--- config.mk ---
export PLATFORM = sky130hd
export DESIGN_NAME = clock_divider_ctrl
export DESIGN_NICKNAME = d
export VERILOG_FILES = /design/src/rtl/clock_divider_ctrl.sv
export SDC_FILE = /design/constraint.sdc
export NUM_CORES = 1
export LEC_CHECK = 0
export ABC_AREA = 1
export BUFFER_PORTS_ARGS = -buffer_cell sky130_fd_sc_hd__buf_4
export CAP_MARGIN = 40
export CORE_UTILIZATION = 45
export DETAILED_ROUTE_END_ITERATION = 7
export PLACE_DENSITY_LB_ADDON = 0.25
export SYNTH_ARGS = -nofsm -noshare
export SYNTH_HDL_FRONTEND = slang
export SYNTH_SLANG_ARGS = --single-unit
export TNS_END_PERCENT = 1
--- constraint.sdc ---
create_clock -name i_clk -period 4.2 [get_ports i_clk]
set_clock_uncertainty 0.15 [all_clocks]
set_input_delay 0.42 -clock i_clk [delete_from_list [all_inputs] [get_ports i_clk]]
set_output_delay 0.42 -clock i_clk [all_outputs]
set_load 0.02 [all_outputs]
--- src/rtl/clock_divider_ctrl.sv ---
// ---------------------------------------------------------------------------
// clock_divider_ctrl
//   Programmable clock-enable / divided-clock generator. A runtime-loadable
//   divisor N sets the tick period (N clk cycles). The block can free-run or
//   fire a single terminal count (one-shot), and can be paused with i_en.
//   It emits a one-cycle tick strobe and a 50%-duty toggle output (period 2N).
//
// Optional feature macro: DIV_SYNC_LOAD_EN
//   Undefined (default): a divisor load takes effect on the next edge and
//                        clears the counter; o_load_pend is tied 0.
//   Defined:             a divisor load is parked in a pending register and
//                        applied at the next terminal count (or on the next
//                        edge while IDLE), so the running period is never cut.
//
// Ports
//   i_clk        in   1      system clock, sole clock domain
//   i_rst        in   1      synchronous active-high reset
//   i_en         in   1      1 = count, 0 = pause (state held, tick forced 0)
//   i_mode       in   1      0 = free-run, 1 = one-shot
//   i_start      in   1      one-shot trigger (ignored in free-run / while busy)
//   i_div_load   in   1      load strobe for i_div_value
//   i_div_value  in   CNT_W  new divisor (0 is treated as 1)
//   o_tick       out  1      one-cycle strobe at each terminal count
//   o_aclk       out  1      toggles at each terminal count
//   o_busy       out  1      high while in RUN or SHOT
//   o_count      out  CNT_W  current counter value
//   o_load_pend  out  1      divisor load waiting to be applied
// ---------------------------------------------------------------------------
module clock_divider_ctrl #(
  parameter int CNT_W       = 27,
  parameter int DEFAULT_DIV = 50_000_000
) (
  input  logic             i_clk,
  input  logic             i_rst,
  input  logic             i_en,
  input  logic             i_mode,
  input  logic             i_start,
  input  logic             i_div_load,
  input  logic [CNT_W-1:0] i_div_value,
  output logic             o_tick,
  output logic             o_aclk,
  output logic             o_busy,
  output logic [CNT_W-1:0] o_count,
  output logic             o_load_pend
);

  // A zero reset divisor would never reach a terminal count; clamp it to 1.
  localparam logic [CNT_W-1:0] DIV_RESET =
    (DEFAULT_DIV == 0) ? CNT_W'(1) : CNT_W'(DEFAULT_DIV);

  typedef enum logic [1:0] {
    ST_IDLE = 2'd0,
    ST_RUN  = 2'd1,
    ST_SHOT = 2'd2
  } state_t;

  state_t           r_state;
  logic [CNT_W-1:0] r_cnt;
  logic [CNT_W-1:0] r_div;
  logic             r_tick;
  logic             r_aclk;
  logic             r_busy;

  logic [CNT_W-1:0] w_div_new;
  logic             w_terminal;

  assign w_div_new  = (i_div_value == '0) ? CNT_W'(1) : i_div_value;
  assign w_terminal = (r_cnt == (r_div - CNT_W'(1)));

`ifdef DIV_SYNC_LOAD_EN
  logic [CNT_W-1:0] r_pend;
  logic             r_load_pend;
  logic             w_fire;

  // A terminal count is only acted on when counting actually happens this
  // edge; RUN with mode=1 exits to IDLE instead of ticking.
  assign w_fire = i_en && w_terminal &&
                  (((r_state == ST_RUN) && !i_mode) || (r_state == ST_SHOT));
`endif

  always_ff @(posedge i_clk) begin
    if (i_rst) begin
      r_state <= ST_IDLE;
      r_cnt   <= '0;
      r_div   <= DIV_RESET;
      r_tick  <= 1'b0;
      r_aclk  <= 1'b0;
      r_busy  <= 1'b0;
`ifdef DIV_SYNC_LOAD_EN
      r_pend      <= '0;
      r_load_pend <= 1'b0;
`endif
    end else begin
      // Tick is a registered one-cycle strobe; it is only raised below.
      r_tick <= 1'b0;

      if (i_en) begin
        case (r_state)
          ST_IDLE: begin
            r_cnt <= '0;
            if (!i_mode) begin
              r_state <= ST_RUN;
              r_busy  <= 1'b1;
            end else if (i_start) begin
              r_state <= ST_SHOT;
              r_busy  <= 1'b1;
            end
          end
          ST_RUN: begin
            if (i_mode) begin
              // Leaving free-run wins over a coincident terminal: no tick.
              r_state <= ST_IDLE;
              r_busy  <= 1'b0;
              r_cnt   <= '0;
            end else if (w_terminal) begin
              r_cnt  <= '0;
              r_tick <= 1'b1;
              r_aclk <= ~r_aclk;
            end else begin
              r_cnt <= r_cnt + CNT_W'(1);
            end
          end
          ST_SHOT: begin
            if (w_terminal) begin
              r_cnt   <= '0;
              r_tick  <= 1'b1;
              r_aclk  <= ~r_aclk;
              r_state <= ST_IDLE;
              r_busy  <= 1'b0;
            end else begin
              r_cnt <= r_cnt + CNT_W'(1);
            end
          end
          default: begin
            r_state <= ST_IDLE;
            r_busy  <= 1'b0;
            r_cnt   <= '0;
          end
        endcase
      end

`ifdef DIV_SYNC_LOAD_EN
      // Deferred load: a load arriving on the terminal edge is applied
      // directly; otherwise it waits for the next terminal (or IDLE).
      if (w_fire && (i_div_load || r_load_pend)) begin
        r_div       <= i_div_load ? w_div_new : r_pend;
        r_load_pend <= 1'b0;
      end else if (i_div_load) begin
        r_pend      <= w_div_new;
        r_load_pend <= 1'b1;
      end else if ((r_state == ST_IDLE) && r_load_pend) begin
        r_div       <= r_pend;
        r_load_pend <= 1'b0;
      end
`else
      // Immediate load: restart the period from zero with the new divisor.
      // Placed after the FSM so it overrides any counter increment, while a
      // coincident tick/aclk toggle still goes through.
      if (i_div_load) begin
        r_div <= w_div_new;
        r_cnt <= '0;
      end
`endif
    end
  end

  assign o_tick  = r_tick;
  assign o_aclk  = r_aclk;
  assign o_busy  = r_busy;
  assign o_count = r_cnt;
`ifdef DIV_SYNC_LOAD_EN
  assign o_load_pend = r_load_pend;
`else
  assign o_load_pend = 1'b0;
`endif

endmodule

-- Word level (Yosys, flattened, before mapping)
Cells that the tools add are included.
- bits in registers: 59
- $add $sub $neg: 2
- reductions and logical operators: 7
- bitwise logic cells: 2
- equality and inequality tests: 7
- mux-type cells: 20
- operator list (operator ; count):
    27-bit 2-to-1 mux ; 3
    27-bit case mux with 2 select lines ; 1
    27-bit by 1-bit adder with 27-bit output, second input constant ; 1
    27-bit equality test ; 1
    27-bit zero test ; 1
    27-bit by 1-bit subtractor with 27-bit output, second input constant ; 1
    1-bit 2-to-1 mux ; 8
    2-bit 2-to-1 mux ; 4
    2-bit inequality test, second input constant ; 3
    2-bit case mux with 3 select lines ; 1
    1-bit case mux with 2 select lines ; 2
    4-bit AND reduction ; 1
    2-bit OR reduction ; 2
    3-bit inequality test, second input constant ; 1
    1-bit case mux with 3 select lines ; 1
    3-bit AND reduction ; 1
    2-bit by 1-bit equality test with 1-bit output, second input constant ; 1
    2-bit equality test, second input constant ; 1
    2-bit zero test ; 1
    1-bit inverter ; 2
    2-bit nonzero test ; 1

-- Logic depth before layout (Yosys ltp)
Gate-level depths: netlist of run 1.
- depth in word-level cells: 5
- gate-level depth with buffers: 18
- mapped depth without buffers: 18

-- Worst setup path before layout of run 1
No wires, ideal clock.
- path kind: flip-flop to flip-flop
- from: register r_cnt[1] (netlist: o_count[1])
- to: register r_cnt[26] (netlist: o_count[26])
- stages on the path, launching flop included: 14
- setup time: 0.132 ns
- slack: 1.917 ns
- path buffers: 0
- arrival: 2.001 ns
- path through: dfxtp_1 ha_1 nand2_1 inv_1 nand2_2 nor2_1 nand3_1 nor3_2 nand2_1 or2_1 xor2_1 clkinv_1 nand3_1 a21oi_1
- word-level cells in the longest chain between the ends: 4
- RTL lines (item ; line ; text):
    start, declared ; 58 ; logic [CNT_W-1:0] r_cnt;
    start signal, assigned ; 120 ; r_cnt <= r_cnt + CNT_W'(1);
    start signal, assigned ; 131 ; r_cnt <= r_cnt + CNT_W'(1);
    27-bit by 1-bit adder with 27-bit output or 27-bit equality test (tied branches) ; 120, 131, 68 ;
    27-bit 2-to-1 mux (*) ; 115, 124 ;
    27-bit 2-to-1 mux ; 110 ; if (i_mode) begin
    27-bit case mux with 2 select lines (*) ; 98 ; case (r_state)
Mark *: on every way between the ends. The rest lies on a longest branch, timed or not.
A chain may end at the register's enable or synchronous reset.

-- Final worst setup path of run 1
- from: register r_div[0]
- to: register r_cnt[2] (netlist: o_count[2])
- word-level cells in the longest chain between the ends: 5
- RTL lines (item ; line ; text):
    start, declared ; 59 ; logic [CNT_W-1:0] r_div;
    start signal, assigned ; 160 ; r_div <= w_div_new;
    27-bit by 1-bit subtractor with 27-bit output (*) ; 68 ; assign w_terminal = (r_cnt == (r_div - CNT_W'(1)));
    27-bit equality test (*) ; 68 ;
    27-bit 2-to-1 mux (*) ; 115, 124 ;
    27-bit 2-to-1 mux ; 110 ;
    27-bit case mux with 2 select lines (*) ; 98 ;
Marks and branches as above.

==> flow_summary.toml, run 1 <==
[outcome]
outcome = "finished, final reports clean"

[clocking]
cts_root_buf = "clkbuf_8"
cts_sinks = 59
cts_setup_buffers = 0
post_cts_resized = 0
cts_tree = "done"
clock_latency_ns = 0.35
cts_max_level = 3
clk_pin_slew_worst_paths_ns = 0.07
cts_made_buffers = 9
postCtsHoldBufs = 0
clock_path_buffers = 2

[layout]
area_growth_pct = 15.3
final_util_pct = 54.2
fin_nets = 843
n_antenna_cell = 0
drive_above_1_share_pct = 15.4

[sta]
slew_viol_final = 0
clock.fmax_ghz = 0.361
max_slew.worst_pin.slew_ns = 0.838
slew_headroom_pct = 43.8
min_period_over_period_pct = 66.0
period_needed_ns = 2.77
grt_setup_unrepaired = "no"
finalSetupTns_ns = 0
setup_viol = 0
hold_viol = 0

[synthesis]
synth_top_area_cell = "dfxtp_1"
syn_avg_cell_area_um2 = 6.16
synth-seq-area-share_pct = 25.4
synthCells = 756
synth.top_cell.area_share_pct = 25.4
synth_edf_count = 0
synthFlopType = "dfxtp_1"
async_reset_ff_share_pct = 0
netlist_area_um2 = 4650
ys_ff_latch = 59
ys_top_cells_by_count = "nand2_1 (203), inv_1 (99), nor2_1 (88)"
synth_nets = 794
ys_types = 38
yosysMostFrequentCell = "nand2_1"
synthTopCellsByArea = "dfxtp_1 (25%), nand2_1 (16%), inv_1 (8.0%), nor2_1 (7.1%), nand3_1 (6.8%)"
yosysWarningCount = 0

[critical_path]
endpoint_kind = "flop"
endpoint = "o_count[2]"
reg2reg_depth = 12
criticalPathCategory = "flop to flop"
path_max_fanout = 27
cp_slowest_cell = "nand3_4"
max_stage_delay_ns = 0.39
r2r_start = "r_div[0]"
startpoint = "r_div[0]"
cp-start-kind = "flop"
critPathArrivalTime_ns = 2.84
path_cells = "inv_2 > ha_1 > nand2_2 > nor2_4 > nand2_1 > nor2_2 > xnor2_1 > nand3_1 > nor2_2 > nand3_4 > nand3_1 > a21oi_1"
crit_cells = 12
path_delay_family = "simple AND/OR/NAND/NOR gates"
r2r-end = "o_count[2]"
path_buf_inv = 1
required_ns = 4.27
rrSetupSlack_ns = 1.43

[global_route]
antenna_found_initial = 0
grt_pass1_vias = 4638
grt_pass1_wl_um = 22700
track_usage_pct = 26.6
grt_remaining_overflow = 0
grt_max_degree = 32

[drt]
route.detailed.drc = 0
postRouteAntennaNets = 0
avgRoutedWirePerCell_um = 14.7
postRouteWirelength_um = 13800
detail_route.iter0.violations = 335
drt_first_pass_iters = 5
viasPerCell = 5.24
num_vias = 4940

[power]
total_power_uw = 1380
p_per_area_nw_per_um2 = 257
peakVddDrop_uv = 140
power.leakage_uw = 0.00247

[die]
die-area_um2 = 10800
die_h_um = 104
start_util_pct = 47.0
core_um2 = 9910
ios = 64
num_rows = 36
die_width_um = 104

[placement]
gp_congestion = 0.895
hpwl_um = 10900
port_buffers = 62

[flow_run]
cap_viol_max_count = 0

[min_path]
hold_class = "input pin to flop"
==> where the power goes <==
group / total, uW / switching, uW / internal (uW)
registers: 604 / 24.5 / 580
logic: 259 / 168 / 91.3
clock network: 514 / 223 / 290
total: 1380 / 416 / 962
==> metal layers <==
layer  vias up  track usage [%]  share of wire [%]
li1       2489                -                  -
met5         -                0                  0
met2       123             44.2                 47
met3        25             3.52                4.4
met1      2303             35.3                 46
met4         0             9.29                2.3
==> worst register-to-register path: cells and delay by family, from the launching register on <==
family	cells	cell delay (ns)
AO/OA/AOI/OAI	1	0.07
XOR/XNOR	1	0.19
adder cells (fa/ha/maj)	1	0.19
buffers and inverters	1	0.07
flip-flops	1	0.34
AND/OR/NAND/NOR	8	1.64
==> registers in the layout (all words and copies together) (netlist names) <==
signal	cells
r_state	2
r_div	27
o_tick	1
o_busy	1
o_count	27
o_aclk	1
==> how the worst min path moves through the flow <==
| stage | startpoint | end | slack (ns) | cells past startpoint |
|---|---|---|---|---|
| after global routing | i_rst | r_state[1] | 0.14 | 2 |
| after CTS | i_rst | o_busy | 0.13 | 2 |
| after global placement | r_div[26] | r_div[26] | 0.30 | 2 |
| after floorplan | r_div[26] | r_div[26] | 0.29 | 2 |
| final | i_rst | r_state[1] | 0.14 | 2 |
| after detailed placement | o_busy | o_busy | 0.31 | 2 |
==> area by class of cell <==
class,instances,area [um2]
timing repair buffer,65,508
clock buffer,14,153
sequential,59,1180
clock inverter,2,35.0
tap,133,166
inverter,109,409
multi-input combinational,561,2920
fill,1067,4540
==> cells by family (layout without fill, tap and decap cells) <==
family	count (synthesis)	in the layout	share of synthesized area, %
flip-flops	59	59	25.4
buffers and inverters	136	190	12.0
other	1	1	0.0806
AO/OA/AOI/OAI	65	65	7.61
AND/OR/NAND/NOR	442	442	44.6
adder cells (fa/ha/maj)	5	5	1.34
XOR/XNOR	48	48	9.03
==> stage by stage <==
step                      hold WS, ns  area (um2)  std cells  setup WS, ns
after floorplan                 0.288        4650        756          1.92
after global placement          0.298        5150        926          1.50
after detailed placement        0.306        5180        927          1.44
after CTS                       0.129        5370        943          1.42
after global routing            0.141        5370        943          1.12
final                           0.142        5370        943          1.43
==> cells in the final DEF, fill, tap and decap left out, types with 6 or more instances in the layout <==
cell / netlist / layout
nor4_1: 6 / 6
clkbuf_8: 0 / 10
nand4_1: 21 / 21
buf_4: 1 / 64
o21ai_0: 15 / 15
nand2_2: 7 / 7
xnor2_1: 14 / 14
nand3_2: 20 / 20
nand2_1: 203 / 203
inv_1: 99 / 99
nand3_1: 63 / 63
xor2_1: 34 / 34
dfxtp_1: 59 / 59
nor2_1: 88 / 88
nor3_1: 11 / 11
a21oi_1: 35 / 35
Power figures use the tool's default switching activity.
==> run 2: changes to the inputs <==
- clock period: 4.2 -> 2.2 ns (I/O delays scaled with it)
==> run 2 against run 1 <==
Against the previous run: the run now ends with setup timing left; sequential power grew 90%; utilization grew 11 points; critical path depth grew 1; non-clock buffer count grew 121; flip-flop and latch count is the same; critical endpoint is now o_count[26]; highest routed layer unchanged.
==> flow_summary.toml, run 2 (synthesis gave the netlist of run 1 again) <==
[clocking]
clock_path_buffers = 2
cts_root_buf = "clkbuf_8"
clk_pin_slew_worst_paths_ns = 0.07
cts_max_level = 3
cts_made_buffers = 9
cts_tree = "done"
cts_sinks = 59
clock_latency_ns = 0.35
cts_setup_buffers = 0

[critical_path]
path_max_fanout = 3
cp-start-kind = "flop"
endpoint = "o_count[26]"
endpoint_kind = "flop"
r2r-end = "o_count[26]"
criticalPathCategory = "flop to flop"
critPathArrivalTime_ns = 2.38
startpoint = "o_count[0]"
r2r_start = "o_count[0]"
reg2reg_depth = 13
rrSetupSlack_ns = -0.11
required_ns = 2.27

[placement]
port_buffers = 62
place_inst = 1022
hpwl_um = 12400
gp_congestion = 0.986

[drt]
avgRoutedWirePerCell_um = 15.3
postRouteWirelength_um = 16200
detail_route.iter0.violations = 371
viasPerCell = 5.18
drt_first_pass_iters = 4
num_vias = 5491
postRouteAntennaNets = 0
route.detailed.drc = 0

[power]
peakVddDrop_uv = 344
p_per_area_nw_per_um2 = 420
power.leakage_uw = 0.00306
total_power_uw = 2710

[die]
die-area_um2 = 10800
die_h_um = 104
start_util_pct = 47.0
num_rows = 36
ios = 64
core_um2 = 9910
die_width_um = 104

[sta]
period_needed_ns = 2.31
hold_viol = 0
holdWs_ns = 0.0230
setup_viol = 32
finalSetupTns_ns = -1.80
worst_slack_ns = -0.111
slew_viol_final = 0
clock.fmax_ghz = 0.433
min_period_over_period_pct = 105
grt_setup_unrepaired = "yes"

[outcome]
violations = "setup timing"
outcome = "complete, but fails checks"

[flow_run]
cap_viol_max_count = 0

[layout]
area_growth_pct = 38.3
final_common_cell = "nand2_1"
final_cells = 1060
final-seq-area_um2 = 1190
num-fill-cells = 955
final_util_pct = 65.0
mostFrequentLayoutCells = "nand2_1 (196), buf_4 (156), inv_1 (98)"
n_antenna_cell = 0
fin_nets = 964
multi_input_area_um2 = 3010
drive_above_1_share_pct = 27.0

[global_route]
track_usage_pct = 30.7
antenna_found_initial = 0
grt_max_degree = 37
grt_pass1_wl_um = 26000
grt_remaining_overflow = 0
grt_pass1_vias = 5275

[min_path]
hold_class = "input pin to flop"
-- run 2: cell count changes in the layout (fill, tap and decap cells not counted), moves of 5 or more --
cell	previous run	this run
nand2_2	7	12
nand2_1	203	196
nor2_2	5	16
nor2_1	88	76
dfxtp_2	0	5
buf_4	64	156
dfxtp_1	59	54
dlygate4sd3_1	0	26
-- run 2: how the worst min path moves through the flow --
stage / from / to / slack [ns] / depth (start not counted)
after floorplan: i_rst / o_busy / 0.14 / 1
final: i_div_value[3] / r_div[3] / 0.02 / 3
after CTS: i_div_value[3] / r_div[3] / 0.01 / 3
after detailed placement: i_div_value[25] / r_div[25] / 0.30 / 3
after global placement: i_rst / r_state[1] / 0.30 / 2
after global routing: i_div_value[3] / r_div[3] / 0.03 / 3
-- run 2: stage by stage --
stage	area (um2)	setup slack (ns)
2_1_floorplan	4660	0.0347
3_3_place_gp	5910	-0.212
3_5_place_dp	5910	-0.204
4_1_cts	6410	-0.104
5_1_grt	6440	-0.306
6_report	6440	-0.111
-- run 2: what timing repair did --
action	CTS	global route
hold buffers	26	0
pin swaps	4	4
endpoints found under the setup margin	32	32
gates resized for setup	23	12
hold endpoints to repair	29	0
-- run 2: area by class of cell --
type	count	area share [%]
multi-input cells	561	46.8
repair buffers	186	23.3
flip-flops and latches	59	18.4
inverters	109	6.39
well taps	133	2.59
clock buffers	12	2.41
-- run 2: worst max-delay path, cell delays in order (launching register included) --
cell	delay [ns]
dfxtp_2	0.36
ha_1	0.17
nand2_1	0.06
inv_1	0.09
nand2_2	0.08
nor2_1	0.15
nand3_1	0.16
nor3_2	0.23
nand2_1	0.12
or2_1	0.24
xor2_1	0.15
clkinv_1	0.08
nand3_1	0.09
a21oi_1	0.06
-- run 2: power breakdown --
part	switching (uW)	internal, uW
Sequential	38.4	1110
Combinational	388	305
Clock	421	446
Total	847	1860
-- run 2: layer usage --
layer | wire length [um] | track usage [%]
met5 | 0 | 0
met2 | 7470 | 50.0
met3 | 899 | 3.90
met4 | 486 | 14.2
met1 | 7390 | 40.4
